## config.mk

```make
export PLATFORM = sky130hd
export DESIGN_NAME = uart_cmd_responder
export DESIGN_NICKNAME = d
export VERILOG_FILES = /design/src/rtl/uart_cmd_responder_pkg.sv /design/src/rtl/uart_byte_timeout.sv /design/src/rtl/uart_cmd_responder.sv
export SDC_FILE = /design/constraint.sdc
export NUM_CORES = 1
export LEC_CHECK = 0
export BUFFER_PORTS_ARGS = -buffer_cell sky130_fd_sc_hd__buf_2
export CAP_MARGIN = 5
export CORE_MARGIN = 1
export CORE_UTILIZATION = 45
export DETAILED_ROUTE_END_ITERATION = 12
export MAX_ROUTING_LAYER = met4
export PLACE_DENSITY = 0.68
export SETUP_SLACK_MARGIN = 0.02
export SYNTH_ARGS = -nofsm -noshare
export SYNTH_HDL_FRONTEND = slang
export SYNTH_SLANG_ARGS = --single-unit
```

## constraint.sdc

```tcl
create_clock -name Clk -period 1.8 [get_ports Clk]
set_input_delay 0.36 -clock Clk [delete_from_list [all_inputs] [get_ports Clk]]
set_output_delay 0.36 -clock Clk [all_outputs]
set_load 0.05 [all_outputs]
```

## src/rtl/uart_cmd_responder_pkg.sv

```systemverilog
// rtl/uart_cmd_responder_pkg.sv - opcodes, reply bytes and FSM state encoding for uart_cmd_responder
package uart_cmd_responder_pkg;

    localparam logic [7:0] OP_WRITE = 8'h57;
    localparam logic [7:0] OP_READ  = 8'h52;
    localparam logic [7:0] RSP_OK   = 8'h4B;
    localparam logic [7:0] RSP_ERR  = 8'h3F;

    typedef enum logic [3:0] {
        ST_IDLE,
        ST_W_ADDR,
        ST_W_DATA,
        ST_BUS_WR,
        ST_R_ADDR,
        ST_BUS_RD,
        ST_RD_WAIT,
        ST_TX_REQ,
        ST_TX_HOLD,
        ST_TX_WAIT
    } state_t;

    // States that may consume a byte from the UART receiver.
    function automatic logic state_accepts_rx(input state_t s);
        return (s == ST_IDLE) || (s == ST_W_ADDR) || (s == ST_W_DATA) || (s == ST_R_ADDR);
    endfunction

    // States waiting for the next byte of a partially received command.
    function automatic logic state_mid_command(input state_t s);
        return (s == ST_W_ADDR) || (s == ST_W_DATA) || (s == ST_R_ADDR);
    endfunction

endpackage

```

## src/rtl/uart_byte_timeout.sv

```systemverilog
// rtl/uart_byte_timeout.sv - saturating inter-byte timeout counter
module uart_byte_timeout #(
    parameter int            TN      = 16,
    parameter logic [TN-1:0] Timeout = 16'd50000
) (
    input  logic Clk,
    input  logic Reset,
    input  logic clear,
    input  logic enable,
    output logic expired
);

    localparam logic [TN-1:0] LAST = Timeout - TN'(1);

    logic [TN-1:0] cnt_q;
    logic [TN-1:0] cnt_d;

    assign expired = (cnt_q >= LAST);

    // Stops at LAST so a long stall can never wrap back to a small count.
    always_comb begin
        cnt_d = cnt_q;
        if (clear) begin
            cnt_d = '0;
        end else if (enable && !expired) begin
            cnt_d = cnt_q + TN'(1);
        end
    end

    always_ff @(posedge Clk or negedge Reset) begin
        if (!Reset) begin
            cnt_q <= '0;
        end else begin
            cnt_q <= cnt_d;
        end
    end

endmodule

```

## src/rtl/uart_cmd_responder.sv

```systemverilog
// rtl/uart_cmd_responder.sv - parses W/R commands from UART bytes, drives the register bus, returns one reply byte
module uart_cmd_responder
    import uart_cmd_responder_pkg::*;
#(
    parameter int            TN      = 16,
    parameter logic [TN-1:0] Timeout = 16'd50000
) (
    input  logic       Clk,
    input  logic       Reset,
    input  logic [7:0] Rx_Data,
    input  logic       Rx_Ready,
    output logic       Rx_Ack,
    output logic [7:0] Tx_Data,
    output logic       Tx_Send,
    input  logic       Tx_Busy,
    output logic [7:0] Bus_Address,
    output logic [7:0] Bus_WrData,
    output logic       Bus_Write,
    output logic       Bus_Read,
    input  logic [7:0] Bus_RdData,
    output logic       Busy
);

    state_t     state_q, state_d;
    logic       ack_q;
    logic [7:0] tx_data_q, tx_data_d;
    logic [7:0] addr_q, addr_d;
    logic [7:0] wrdata_q, wrdata_d;

    logic rx_take;
    logic mid_cmd;
    logic expired;
    logic bus_write;
    logic bus_read;
    logic tx_send;

    // ack_q blanks Rx_Ready for the cycle after an Ack, while the UART is still dropping it.
    assign rx_take = Reset && Rx_Ready && !ack_q && state_accepts_rx(state_q);
    assign mid_cmd = state_mid_command(state_q);

    uart_byte_timeout #(
        .TN      (TN),
        .Timeout (Timeout)
    ) u_timeout (
        .Clk     (Clk),
        .Reset   (Reset),
        .clear   (rx_take || !mid_cmd),
        .enable  (mid_cmd),
        .expired (expired)
    );

    always_comb begin
        state_d   = state_q;
        tx_data_d = tx_data_q;
        addr_d    = addr_q;
        wrdata_d  = wrdata_q;
        bus_write = 1'b0;
        bus_read  = 1'b0;
        tx_send   = 1'b0;

        case (state_q)
            ST_IDLE: begin
                if (rx_take) begin
                    if (Rx_Data == OP_WRITE) begin
                        state_d = ST_W_ADDR;
                    end else if (Rx_Data == OP_READ) begin
                        state_d = ST_R_ADDR;
                    end else begin
                        tx_data_d = RSP_ERR;
                        state_d   = ST_TX_REQ;
                    end
                end
            end
            ST_W_ADDR: begin
                if (rx_take) begin
                    addr_d  = Rx_Data;
                    state_d = ST_W_DATA;
                end else if (expired) begin
                    state_d = ST_IDLE;
                end
            end
            ST_W_DATA: begin
                if (rx_take) begin
                    wrdata_d = Rx_Data;
                    state_d  = ST_BUS_WR;
                end else if (expired) begin
                    state_d = ST_IDLE;
                end
            end
            ST_BUS_WR: begin
                bus_write = 1'b1;
                tx_data_d = RSP_OK;
                state_d   = ST_TX_REQ;
            end
            ST_R_ADDR: begin
                if (rx_take) begin
                    addr_d  = Rx_Data;
                    state_d = ST_BUS_RD;
                end else if (expired) begin
                    state_d = ST_IDLE;
                end
            end
            ST_BUS_RD: begin
                bus_read = 1'b1;
                state_d  = ST_RD_WAIT;
            end
            ST_RD_WAIT: begin
                tx_data_d = Bus_RdData;
                state_d   = ST_TX_REQ;
            end
            ST_TX_REQ: begin
                if (!Tx_Busy) begin
                    tx_send = 1'b1;
                    state_d = ST_TX_HOLD;
                end
            end
            // The UART needs a cycle to raise Tx_Busy after the send pulse.
            ST_TX_HOLD: begin
                state_d = ST_TX_WAIT;
            end
            ST_TX_WAIT: begin
                if (!Tx_Busy) begin
                    state_d = ST_IDLE;
                end
            end
            default: begin
                state_d = ST_IDLE;
            end
        endcase
    end

    always_ff @(posedge Clk or negedge Reset) begin
        if (!Reset) begin
            state_q   <= ST_IDLE;
            ack_q     <= 1'b0;
            tx_data_q <= 8'h00;
            addr_q    <= 8'h00;
            wrdata_q  <= 8'h00;
        end else begin
            state_q   <= state_d;
            ack_q     <= rx_take;
            tx_data_q <= tx_data_d;
            addr_q    <= addr_d;
            wrdata_q  <= wrdata_d;
        end
    end

    assign Rx_Ack      = rx_take;
    assign Tx_Data     = tx_data_q;
    assign Tx_Send     = tx_send;
    assign Bus_Address = addr_q;
    assign Bus_WrData  = wrdata_q;
    assign Bus_Write   = bus_write;
    assign Bus_Read    = bus_read;
    assign Busy        = (state_q != ST_IDLE);

endmodule

```

==> impl_metrics.json <==
{
  "top_level_ports": 49,
  "finalNetCount": 314,
  "fin_ws_ns": -0.0453,
  "fin_crit_sh_pct": 103,
  "cp_max_fo": 5,
  "hold_violations": 0,
  "drt-initial-drc-count": 167,
  "period_minus_slack_ns": 1.85,
  "dieArea_mm2": 0.00533,
  "drtAntennaViolNets": 0,
  "antenna_cells": 0,
  "syn_inst": 211,
  "powerDensity_mw_per_mm2": 1750,
  "rr_worst_depth": 7,
  "dp_hpwl_um": 3590,
  "cp_slowest_cell": "dfrtp_2",
  "gp_congestion": 0.835,
  "start_kind": "flop",
  "ctsLongestPathBuffers": 2,
  "yosysWarnings": 0,
  "syn-num-nets": 232,
  "final_cell_mix": "dfrtp_1 (43), buf_2 (43), buf_4 (30), nor2_1 (24)",
  "slew_violations": 0,
  "path_cells": "maj3_2 -> nor3_4 -> buf_6",
  "worst_ep_required_time_ns": 1.44,
  "crit_path_end_kind": "primary output",
  "coreArea_mm2": 0.00479,
  "violations": "negative setup slack",
  "clkTransAtPathRegs_ns": 0.09,
  "grt_usage_pct": 22.5,
  "setup_viol": 4,
  "grt_overflow": 0,
  "ys_types": 47,
  "drv_cap": 0,
  "portBuffers": 48,
  "hold_class": "in2async",
  "critical-path-max-stage-delay_ns": 0.45,
  "worst_pin_slew_ns": 0.559,
  "yosysTopAreaCell": "dfrtp_1",
  "post-route-util_pct": 64.4,
  "fmax_mhz": 542,
  "critPathTopFamily": "flip-flops",
  "die_h_um": 73.0,
  "r2r_setup_slack_ns": 0,
  "antenna_found_initial": 0,
  "grt_max_degree": 46,
  "synthTopCellsByArea": "dfrtp_1 (50%), mux2_2 (7.9%), xnor2_1 (6.2%)",
  "place_area_mm2": 0.00277,
  "start_util_pct": 47.4,
  "rsz0062_at_grt": "yes",
  "yosys.area.top_type_share_pct": 49.6,
  "cts_made_buffers": 5,
  "clock-sinks": 45,
  "clock-root-buffer": "clkbuf_8",
  "wirelength_um": 5300,
  "r2r-start": "u_timeout.cnt_q[1]$_DFFE_PN0P_",
  "layout-drive-gt1-share_pct": 45.2,
  "grt_pass1_wl_um": 8780,
  "p_leak_nw": 1.31,
  "synth_seq_cells": 45,
  "critPathKind": "reg2out",
  "finClkSkew_ns": 0.0115,
  "cts_tree": "built",
  "path_buf_inv": 1,
  "num_vias": 1907,
  "relSlewSlack_pct": 62.8,
  "clock_latency_ns": 0.31,
  "avgSynthCellArea_um2": 10.8,
  "grt_pass1_vias": 1845,
  "arrival_ns": 1.49,
  "yosysSeqAreaShare_pct": 49.6,
  "status": "finished, violations left",
  "finish.instance_area_mm2": 0.00308,
  "r2r-end": "u_timeout.cnt_q[12]$_DFFE_PN0P_",
  "vias_per_cell": 5.28,
  "drc": 0,
  "die_w_um": 73.0,
  "ir_drop_mv": 1.28,
  "syn_area_mm2": 0.00227,
  "area_delta_synth_final_pct": 35.8,
  "htreeDepth": 2,
  "dr.pass1.iters": 4,
  "num_rows": 25,
  "wire_per_inst_um": 14.7
}
## cells by family (layout without fill, tap and decap cells)
logic type	Yosys count	in the layout	share of synthesized area (%)
compound gates	32	32	11.4
xor+xnor	17	17	6.56
fa+ha+maj	2	2	1.05
buf+inv	11	94	2.54
flops	45	45	49.6
mux	16	16	7.94
simple gates	88	88	20.9
## registers in the layout (all words and copies together), names as in the netlist
signal and cells:
ack_q 1, Bus_WrData 8, Tx_Data 8, state_q 4
u_timeout.cnt_q 16, Bus_Address 8
## synthesized netlist by cell type, drive strengths merged
cell,count
nand2b,3
mux2,16
a221oi,1
dfrtp,45
nor3,11
a2bb2oi,3
and3,4
nor4,3
buf,5
o21bai,1
o22a,3
xor2,1
xnor2,16
o21ai,3
a311oi,1
maj3,1
nor4bb,1
o211ai,4
inv,5
nand3b,3
and4,2
a2111oi,1
a21oi,5
a32o,2
nor3b,6
o2111ai,3
nor2b,3
clkbuf,1
nand4,1
a41oi,1
nor4b,1
nand2,16
a31oi,2
nand3,6
nor2,27
ha,1
o21a,1
o2bb2ai,1
or3,1
## worst reg2reg max path, cell delays in order, from the launching register on
cell,delay [ns]
dfrtp_1,0.40
ha_2,0.23
nand3_4,0.09
a2111oi_4,0.44
buf_6,0.21
nor3_1,0.08
xnor2_1,0.18
nor2_1,0.05
## stage by stage
step	setup TNS, ns	hold WS, ns	power, mW	std cells	setup slack, ns
after CTS	-0.0937	0.224	5.33	358	-0.0572
after detailed placement	0	0.490	4.49	343	0.0204
after global routing	-1.31	0.252	5.69	361	-0.119
final	-0.0815	0.204	5.40	361	-0.0453
after floorplan	-0.451	0.0644	3.72	211	-0.0952
after global placement	0	0.479	4.47	343	0.0509
## repair_timing
action | 4_1_cts | 5_1_grt
setup endpoints to repair | 5 | 23
resized for setup | 16 | 20
setup buffers | 7 | 3
hold buffers | 0 | 0
pin swaps | 3 | 13
## report_power, final
part	total, mW	switching (mW)	internal, mW	leakage, nW
combinational	3.21	2.06	1.14	0.707
sequential	1.55	0.204	1.35	0.568
clock	0.635	0.363	0.272	0.0364
total	5.40	2.63	2.76	1.31
## how the worst max path moves through the flow
stage	from	endpoint	slack [ns]	depth (start not counted)
4_1_cts	state_q[2]$_DFFE_PN0P_	Busy	-0.06	4
3_5_place_dp	Rx_Data[5]	Tx_Data[1]$_DFFE_PN0P_	0.02	6
2_1_floorplan	state_q[1]$_DFFE_PN0P_	Tx_Data[7]$_DFFE_PN0P_	-0.1	5
5_1_grt	u_timeout.cnt_q[1]$_DFFE_PN0P_	u_timeout.cnt_q[12]$_DFFE_PN0P_	-0.12	7
3_3_place_gp	Rx_Data[5]	Tx_Data[3]$_DFFE_PN0P_	0.05	6
6_report	state_q[1]$_DFFE_PN0P_	Rx_Ack	-0.05	3
## area by class of cell
| cell class | instances | area, um2 |
|---|---|---|
| clock buffer | 5 | 68.8 |
| clock inverter | 3 | 22.5 |
| tap | 67 | 83.8 |
| timing repair buffer | 81 | 539 |
| inverter | 5 | 18.8 |
| multi-input combinational | 155 | 1220 |
| sequential | 45 | 1130 |
| fill | 400 | 1700 |
## layer usage
layer  routed length (um)  vias to the layer above  share of wire, %  GRT usage, %
met5                    0                        -                 0             -
met4                   57                        0               1.1          7.19
met3                  239                        8               4.5          5.25
met2                 2530                       44                48          33.6
met1                 2480                      932                47          30.2
li1                     -                      923                 -             -
Note: power is estimated with default switching activity, not from simulation.
